`src/rtl/fpu_sqrt_sequencer.sv`:
```
// Request front-end for the iterative single-precision sqrt FPU: buffers tagged
// operands, issues them one at a time, and returns results with valid/ready and exception flags.
module fpu_sqrt_sequencer #(
    parameter int DEPTH     = 4,
    parameter int TAG_WIDTH = 4
) (
    input  logic                     clk,
    input  logic                     reset,
    input  logic                     in_valid,
    output logic                     in_ready,
    input  logic [31:0]              in_operand,
    input  logic [TAG_WIDTH-1:0]     in_tag,
    output logic                     out_valid,
    input  logic                     out_ready,
    output logic [31:0]              out_result,
    output logic [TAG_WIDTH-1:0]     out_tag,
    output logic [2:0]               out_flags,
    output logic [2:0]               sticky_flags,
    input  logic                     flags_clear,
    output logic [$clog2(DEPTH):0]   pending,
    output logic                     fpu_start,
    output logic [31:0]              fpu_a,
    input  logic                     fpu_busy,
    input  logic                     fpu_done,
    input  logic [31:0]              fpu_result
);
    localparam int PTR_W   = $clog2(DEPTH);
    localparam int CNT_W   = PTR_W + 1;
    localparam int ENTRY_W = TAG_WIDTH + 32;
    localparam logic [CNT_W-1:0] FULL_COUNT = CNT_W'(DEPTH);

    typedef enum logic [1:0] {
        ST_IDLE  = 2'd0,
        ST_ISSUE = 2'd1,
        ST_WAIT  = 2'd2,
        ST_HOLD  = 2'd3
    } state_t;

    // {invalid, nan_in, denorm_flushed}; -0 counts as zero, so it is not invalid.
    function automatic logic [2:0] operand_flags(input logic [31:0] op);
        logic [7:0]  exp_s;
        logic [22:0] frac_s;
        logic        frac_nz_s;
        logic        zero_s;
        logic        nan_s;
        logic        snan_s;
        logic        denorm_s;
        logic        invalid_s;
        exp_s     = op[30:23];
        frac_s    = op[22:0];
        frac_nz_s = (frac_s != 23'd0);
        zero_s    = (exp_s == 8'd0) && !frac_nz_s;
        nan_s     = (exp_s == 8'hFF) && frac_nz_s;
        snan_s    = nan_s && !frac_s[22];
        denorm_s  = (exp_s == 8'd0) && frac_nz_s;
        invalid_s = (op[31] && !zero_s && !nan_s) || snan_s;
        return {invalid_s, nan_s, denorm_s};
    endfunction

    logic [ENTRY_W-1:0]   mem_r [DEPTH];
    logic [PTR_W-1:0]     wr_ptr_r;
    logic [PTR_W-1:0]     rd_ptr_r;
    logic [CNT_W-1:0]     count_r;
    logic [CNT_W-1:0]     count_next_s;
    logic                 in_ready_r;
    state_t               state_r;
    logic                 fpu_start_r;
    logic [31:0]          fpu_a_r;
    logic [TAG_WIDTH-1:0] tag_r;
    logic [2:0]           flags_r;
    logic                 out_valid_r;
    logic [31:0]          out_result_r;
    logic [TAG_WIDTH-1:0] out_tag_r;
    logic [2:0]           out_flags_r;
    logic [2:0]           sticky_r;

    logic                 push_s;
    logic                 pop_s;
    logic                 capture_s;
    logic [ENTRY_W-1:0]   head_s;

    assign push_s    = in_valid && in_ready_r;
    assign pop_s     = (state_r == ST_IDLE) && (count_r != {CNT_W{1'b0}}) && !fpu_busy;
    assign capture_s = (state_r == ST_WAIT) && fpu_done;
    assign head_s    = mem_r[rd_ptr_r];

    // Post-update occupancy; simultaneous push and pop leaves it unchanged.
    always_comb begin
        count_next_s = count_r;
        case ({push_s, pop_s})
            2'b10:   count_next_s = count_r + CNT_W'(1);
            2'b01:   count_next_s = count_r - CNT_W'(1);
            default: count_next_s = count_r;
        endcase
    end

    // Operand storage; contents are don't-care until written, so no reset is needed.
    always_ff @(posedge clk) begin
        if (push_s) begin
            mem_r[wr_ptr_r] <= {in_tag, in_operand};
        end
    end

    // FIFO pointers, occupancy and the registered ready flag.
    always_ff @(posedge clk) begin
        if (!reset) begin
            wr_ptr_r   <= {PTR_W{1'b0}};
            rd_ptr_r   <= {PTR_W{1'b0}};
            count_r    <= {CNT_W{1'b0}};
            in_ready_r <= 1'b1;
        end else begin
            if (push_s) begin
                wr_ptr_r <= wr_ptr_r + PTR_W'(1);
            end
            if (pop_s) begin
                rd_ptr_r <= rd_ptr_r + PTR_W'(1);
            end
            count_r    <= count_next_s;
            in_ready_r <= (count_next_s != FULL_COUNT);
        end
    end

    // Issue/capture sequencer plus result and sticky flag registers.
    always_ff @(posedge clk) begin
        if (!reset) begin
            state_r      <= ST_IDLE;
            fpu_start_r  <= 1'b0;
            fpu_a_r      <= 32'd0;
            tag_r        <= {TAG_WIDTH{1'b0}};
            flags_r      <= 3'b000;
            out_valid_r  <= 1'b0;
            out_result_r <= 32'd0;
            out_tag_r    <= {TAG_WIDTH{1'b0}};
            out_flags_r  <= 3'b000;
            sticky_r     <= 3'b000;
        end else begin
            case (state_r)
                ST_IDLE: begin
                    if (pop_s) begin
                        fpu_a_r     <= head_s[31:0];
                        tag_r       <= head_s[ENTRY_W-1:32];
                        flags_r     <= operand_flags(head_s[31:0]);
                        fpu_start_r <= 1'b1;
                        state_r     <= ST_ISSUE;
                    end
                end
                ST_ISSUE: begin
                    fpu_start_r <= 1'b0;
                    state_r     <= ST_WAIT;
                end
                ST_WAIT: begin
                    if (fpu_done) begin
                        out_result_r <= fpu_result;
                        out_tag_r    <= tag_r;
                        out_flags_r  <= flags_r;
                        out_valid_r  <= 1'b1;
                        state_r      <= ST_HOLD;
                    end
                end
                ST_HOLD: begin
                    if (out_ready) begin
                        out_valid_r <= 1'b0;
                        state_r     <= ST_IDLE;
                    end
                end
                default: begin
                    fpu_start_r <= 1'b0;
                    out_valid_r <= 1'b0;
                    state_r     <= ST_IDLE;
                end
            endcase

            // Clear takes effect before a coincident capture is accumulated.
            if (flags_clear) begin
                sticky_r <= capture_s ? flags_r : 3'b000;
            end else if (capture_s) begin
                sticky_r <= sticky_r | flags_r;
            end
        end
    end

    assign in_ready     = in_ready_r;
    assign pending      = count_r;
    assign fpu_start    = fpu_start_r;
    assign fpu_a        = fpu_a_r;
    assign out_valid    = out_valid_r;
    assign out_result   = out_result_r;
    assign out_tag      = out_tag_r;
    assign out_flags    = out_flags_r;
    assign sticky_flags = sticky_r;

endmodule

```
`config.mk`:
```
export PLATFORM = sky130hd
export DESIGN_NAME = fpu_sqrt_sequencer
export DESIGN_NICKNAME = d
export VERILOG_FILES = /design/src/rtl/fpu_sqrt_sequencer.sv
export SDC_FILE = /design/constraint.sdc
export NUM_CORES = 1
export LEC_CHECK = 0
export BUFFER_PORTS_ARGS = -buffer_cell sky130_fd_sc_hd__buf_4
export CORE_MARGIN = 10
export CORE_UTILIZATION = 50
export DETAILED_ROUTE_END_ITERATION = 8
export PLACE_DENSITY = 0.72
export SYNTH_ARGS = -nofsm -noshare
export SYNTH_HDL_FRONTEND = slang
export SYNTH_SLANG_ARGS = --single-unit
export TNS_END_PERCENT = 100
```
`constraint.sdc`:
```
create_clock -name clk -period 3.6 [get_ports clk]
set_input_delay 0.54 -clock clk [delete_from_list [all_inputs] [get_ports clk]]
set_output_delay 0.54 -clock clk [all_outputs]
set_load 0.02 [all_outputs]
```
Yosys cells after proc, flatten, opt, wreduce, memory -nomap -nowiden
Memories as Yosys holds them, arrays and structs flattened. A register that Yosys moved wholly into a read port is not among the register bits.
Cells that the tools add are included.
Operators by class
  equal/unequal tests: 10
  order comparisons: 0
  reductions and logical operators: 28
  multiplexer cells: 17
  $add $sub $neg: 4
  shift operators: 0
  divide/modulo/power cells: 0
  bitwise operators: 1
  $mul: 0
Operator list (count)
  nonzero test 23 bit: 1
  logical AND 1 bit: 10
  2-to-1 mux 2 bit: 5
  2-to-1 mux 3 bit: 3
  equality test 8 bit (second input constant): 1
  logical NOT 8 bit: 1
  one-hot mux 2 bit (4 select lines): 1
  equality test 2 bit (second input constant): 3
  != test 2 bit (second input constant): 3
  one-hot mux 3 bit (2 select lines): 1
  AND reduction 2 bit: 3
  AND reduction 3 bit: 2
  nonzero test 2 bit: 3
  logical NOT 1 bit: 5
  2-to-1 mux 1 bit: 5
  adder 2 x 1 -> 2 bit (second input constant): 2
  equality test 2 x 1 -> 1 bit (second input constant): 2
  one-hot mux 1 bit (2 select lines): 2
  adder 3 x 1 -> 3 bit (second input constant): 1
  != test 3 bit (second input constant): 1
  OR 3 bit: 1
  nonzero test 3 bit: 1
  subtractor 3 x 1 -> 3 bit (second input constant): 1
  logical NOT 2 bit: 1
  logical OR 1 bit: 1
Storage, ports and cells
  ROM bits: 0
  output and inout bits: 80
  memory bits (writable): 144
  bits in latches: 0
  memories kept: 1
  flip-flop bits (word level): 93
  input port bits: 75
  word-level logic and storage cells: 75
Memories
  mem_r: depth 4, bits a word 36, read ports 1, clocked after memory_dff 1, wr ports 1, line 60  | logic [ENTRY_W-1:0] mem_r [DEPTH];

Logic depth before layout (Yosys ltp)
  word-level depth: 7
  gate-level depth with buffers: 13
  mapped depth without buffers: 11

Worst setup path before layout
No wires, ideal clock.
  kind: reg2reg
  start point: reg state_r[0]
  end point: reg in_ready_r, in the netlist in_ready
  setup slack: 0.586 ns
  period minus slack after synthesis: 3.014 ns
  data arrival time: 2.892 ns
  buffers on the path: 2
  required time: 3.478 ns
  library setup time: 0.122 ns
  cell stages (with the launch flop): 14
  path through: dfxtp_1 > inv_1 > ha_1 > or3b_2 > clkbuf_1 > clkinv_1 > clkbuf_1 > ha_1 > inv_1 > fa_1 > xor2_1 > or3_1 > a21boi_0 > nand2_1
On the way
  longest elaborated chain between the ends: 6
  elaborated cells between the ends (all ways): 7
  classes of those cells: 3 x eq/ne; 1 x mux; 3 x reduce/logical
RTL lines
  from (decl): line 66  | state_t state_r;
  from (signal assigned): line 126  | state_r <= ST_IDLE;
  from (signal assigned): line 144  | state_r <= ST_ISSUE;
  from (signal assigned): line 149  | state_r <= ST_WAIT;
  logical NOT 2 bit *: line 83  | assign pop_s = (state_r == ST_IDLE) && (count_r != {CNT_W{1'b0}}) && !fpu_busy;
  logical AND 1 bit * (2 in series): line 83
  named net pop_s: line 78  | logic pop_s;
  equality test 2 x 1 -> 1 bit / equality test 2 bit (equally long branches): line 90  | case ({push_s, pop_s})
  one-hot mux 3 bit (2 select lines) *: line 90
  != test 3 bit *: line 119  | in_ready_r <= (count_next_s != FULL_COUNT);
  to (signal assigned): line 119
  to (decl): line 65  | logic in_ready_r;
The timed path passes the listed nets; every way through them passes the cells marked *.
A chain may end at the register's enable or synchronous reset.

==> metrics.txt <==
Post-Layout Cell Count=1034; GR Overflow Total=0; Die Width=154 microns; period utilization=79.3%; YS warnings=0; FF+latch area=6230 sq um; status=finished clean; Hold Buf Count CTS=0; Syn Inst Count=634; final-report hold violation count=0; final setup fails=0; Avg Synthesized Cell Area=14.3 sq um; CP arrival=3.25 ns; 1st-pass router iterations=4; count of input and output buffers=154; critical path class=reg -> reg; fmax=350 MHz; largest net degree at the start of global routing=56; pwr dens=691 nW/um^2; Seq/Total Area, Yosys=68.8%; Routed Wire Length=20.1 mm; Clock Latency Late Sink=0.51 ns; I/O Pins=155; ant diodes=0; Lkg Pwr=4.05 nW; crit path max fanout=21; startpoint types=register; Synth area leader=edfxtp_1; Primary FF master, synth=edfxtp_1; slowest stage delay, CP=0.74 ns; largest cells by area after synthesis=edfxtp_1, dfxtp_1, a21boi_0, nand2_1, mux4_2; Multi-input gate area=2630 sq um; crit-path cells=mux4_1 -> nor4_1 -> nand4_1 -> or2_0 -> a41o_1; CTS resizes=0; core outline area=17900 sq um; via count=5529; syn nets=720; Routed Antenna Nets=0; MaxCap Viol Count=0; Setup TNS=0 ns; Post CTS Setup Buffer Count=0; Worst setup EP type=register; FFs w/ async S/R, synth=0%; Area after DPL=10400 sq um; Final Max Slew Viols=0; H-tree levels=1; relative slew slack=16.1%; Avg Vias per Cell=5.35; TritonCTS Sinks=239; min Tclk post-route=2.85 ns; first-pass GRT wire length=31.6 mm; Setup Skew=0.0106 ns; CTS Buf Count=25; GRT Overall Usage=16.3%; post-layout instance area=11200 sq um; layout filler cell count=1351; Synth cell types=42; top cells by count, synth=nand2_1, edfxtp_1, dfxtp_1; Max IR drop VDD=0.000433 V; vias in the first global route=5821; Hold Path Class=in -> reg; share of cells above drive strength 1=28.9%; setup ws final=0.745 ns; #FFs+latches synth=239; root buffer cell=clkbuf_16; Net count, final=873; routability cong.=0.821; Post-Syn Area=9040 sq um; num rows=49; Initial Utilization=50.5%; initial DRC count=324; Worst path slowest cell=dfxtp_2; EDFF count, synth=144; Setup WS pre-CTS=0.780 ns; Worst Max-Slew Pin Slew=1.26 ns; post-synth top area share=47.8%; # placed instances=989; antenna violations before repair=0; CTS Buffer Depth=3; count leader, synth=nand2_1; dpl hpwl=13.5 mm; CP required=4.00 ns; CTS tree=built; Die Ht=154 microns; DRC violations left=0; area grow syn2layout=24.3%; DIE AREA=23900 sq um; WL per Instance=19.4 microns; RSZ-0062 raised after global routing=no; clk slew on worst S/H paths=0.06 ns
layout by cell type (no fill, tap or decap), types with 2 or more instances in the layout:
master	count
a21boi_0	82
o21ai_0	7
clkbuf_16	25
mux4_1	11
ha_1	10
edfxtp_1	144
nor3_1	3
nor2b_1	2
and2_1	7
nand2b_1	3
mux4_2	25
clkinvlp_4	2
and3_2	4
inv_1	8
xnor2_1	4
nand2_1	162
nand3_1	4
clkinv_2	5
clkinv_1	4
nor4_1	4
clkbuf_1	4
buf_4	162
or4_1	2
bufinv_16	5
nand4_1	3
dfxtp_1	94
state kept, by name (all words and copies together) (netlist names), named ones only:
name,count
flags_r,3
fpu_a,32
fpu_start,1
in_ready,1
mem_r,144
out_flags,3
out_result,32
out_tag,4
out_valid,1
pending,3
rd_ptr_r,2
state_r,2
sticky_flags,3
tag_r,4
wr_ptr_r,2
where the power goes:
group / internal [mW] / switching [mW]
sequential: 3.24 / 0.206
combinational: 0.752 / 0.942
clock: 1.63 / 0.993
total: 5.62 / 2.14
cells by family (layout without fill, tap and decap cells):
group	Yosys count	after routing	share of synthesized area, %
adder cells (fa/ha/maj)	11	11	1.60
multiplexers	37	37	9.53
XOR/XNOR	5	5	0.484
AND/OR/NAND/NOR	199	199	9.28
flip-flops	239	239	68.8
buffers and inverters	45	216	2.16
AO/OA/AOI/OAI	98	98	8.09
worst paths after layout:
check / from / to / slack, ns / cells after the start
min: in_operand[19] / mem_r[3][19] / 0.23 / 1
max reg2reg: register / flags_r[2] / 0.75 / 5
min reg2reg: tag_r[0] / out_tag[0] / 0.46 / 2
max: register / flags_r[2] / 0.75 / 5
cell type report:
type / count / area share [%]
timing repair buffer: 162 / 10.8
clock inverter: 16 / 1.84
multi-input combinational: 350 / 23.4
sequential: 239 / 55.4
inverter: 9 / 0.301
clock buffer: 29 / 5.70
tap: 229 / 2.55
metal layers:
metal,vias up,track usage [%],share of wire (%)
met5,-,0,0
met4,0,4.36,1.9
met3,27,5.19,9.6
met2,207,27.0,48
met1,2684,20.3,41
li1,2611,-,-
through the flow:
| step | util, % | power [mW] | hold WS, ns |
|---|---|---|---|
| floorplan | - | 4.61 | 0.431 |
| global placement | 58.0 | 5.14 | 0.446 |
| detailed placement | 58.0 | 5.23 | 0.458 |
| CTS | 62.8 | 7.86 | 0.208 |
| global route | 62.8 | 8.14 | 0.213 |
| finish | 62.8 | 7.76 | 0.228 |
critical path: cells and delay by family (launching register included):
kind | cells | cell delay (ns)
AND/OR/NAND/NOR | 3 | 1.10
AO/OA/AOI/OAI | 1 | 0.22
flip-flops | 1 | 0.74
multiplexers | 1 | 0.68
No activity file was read; power rests on OpenSTA's default activity.
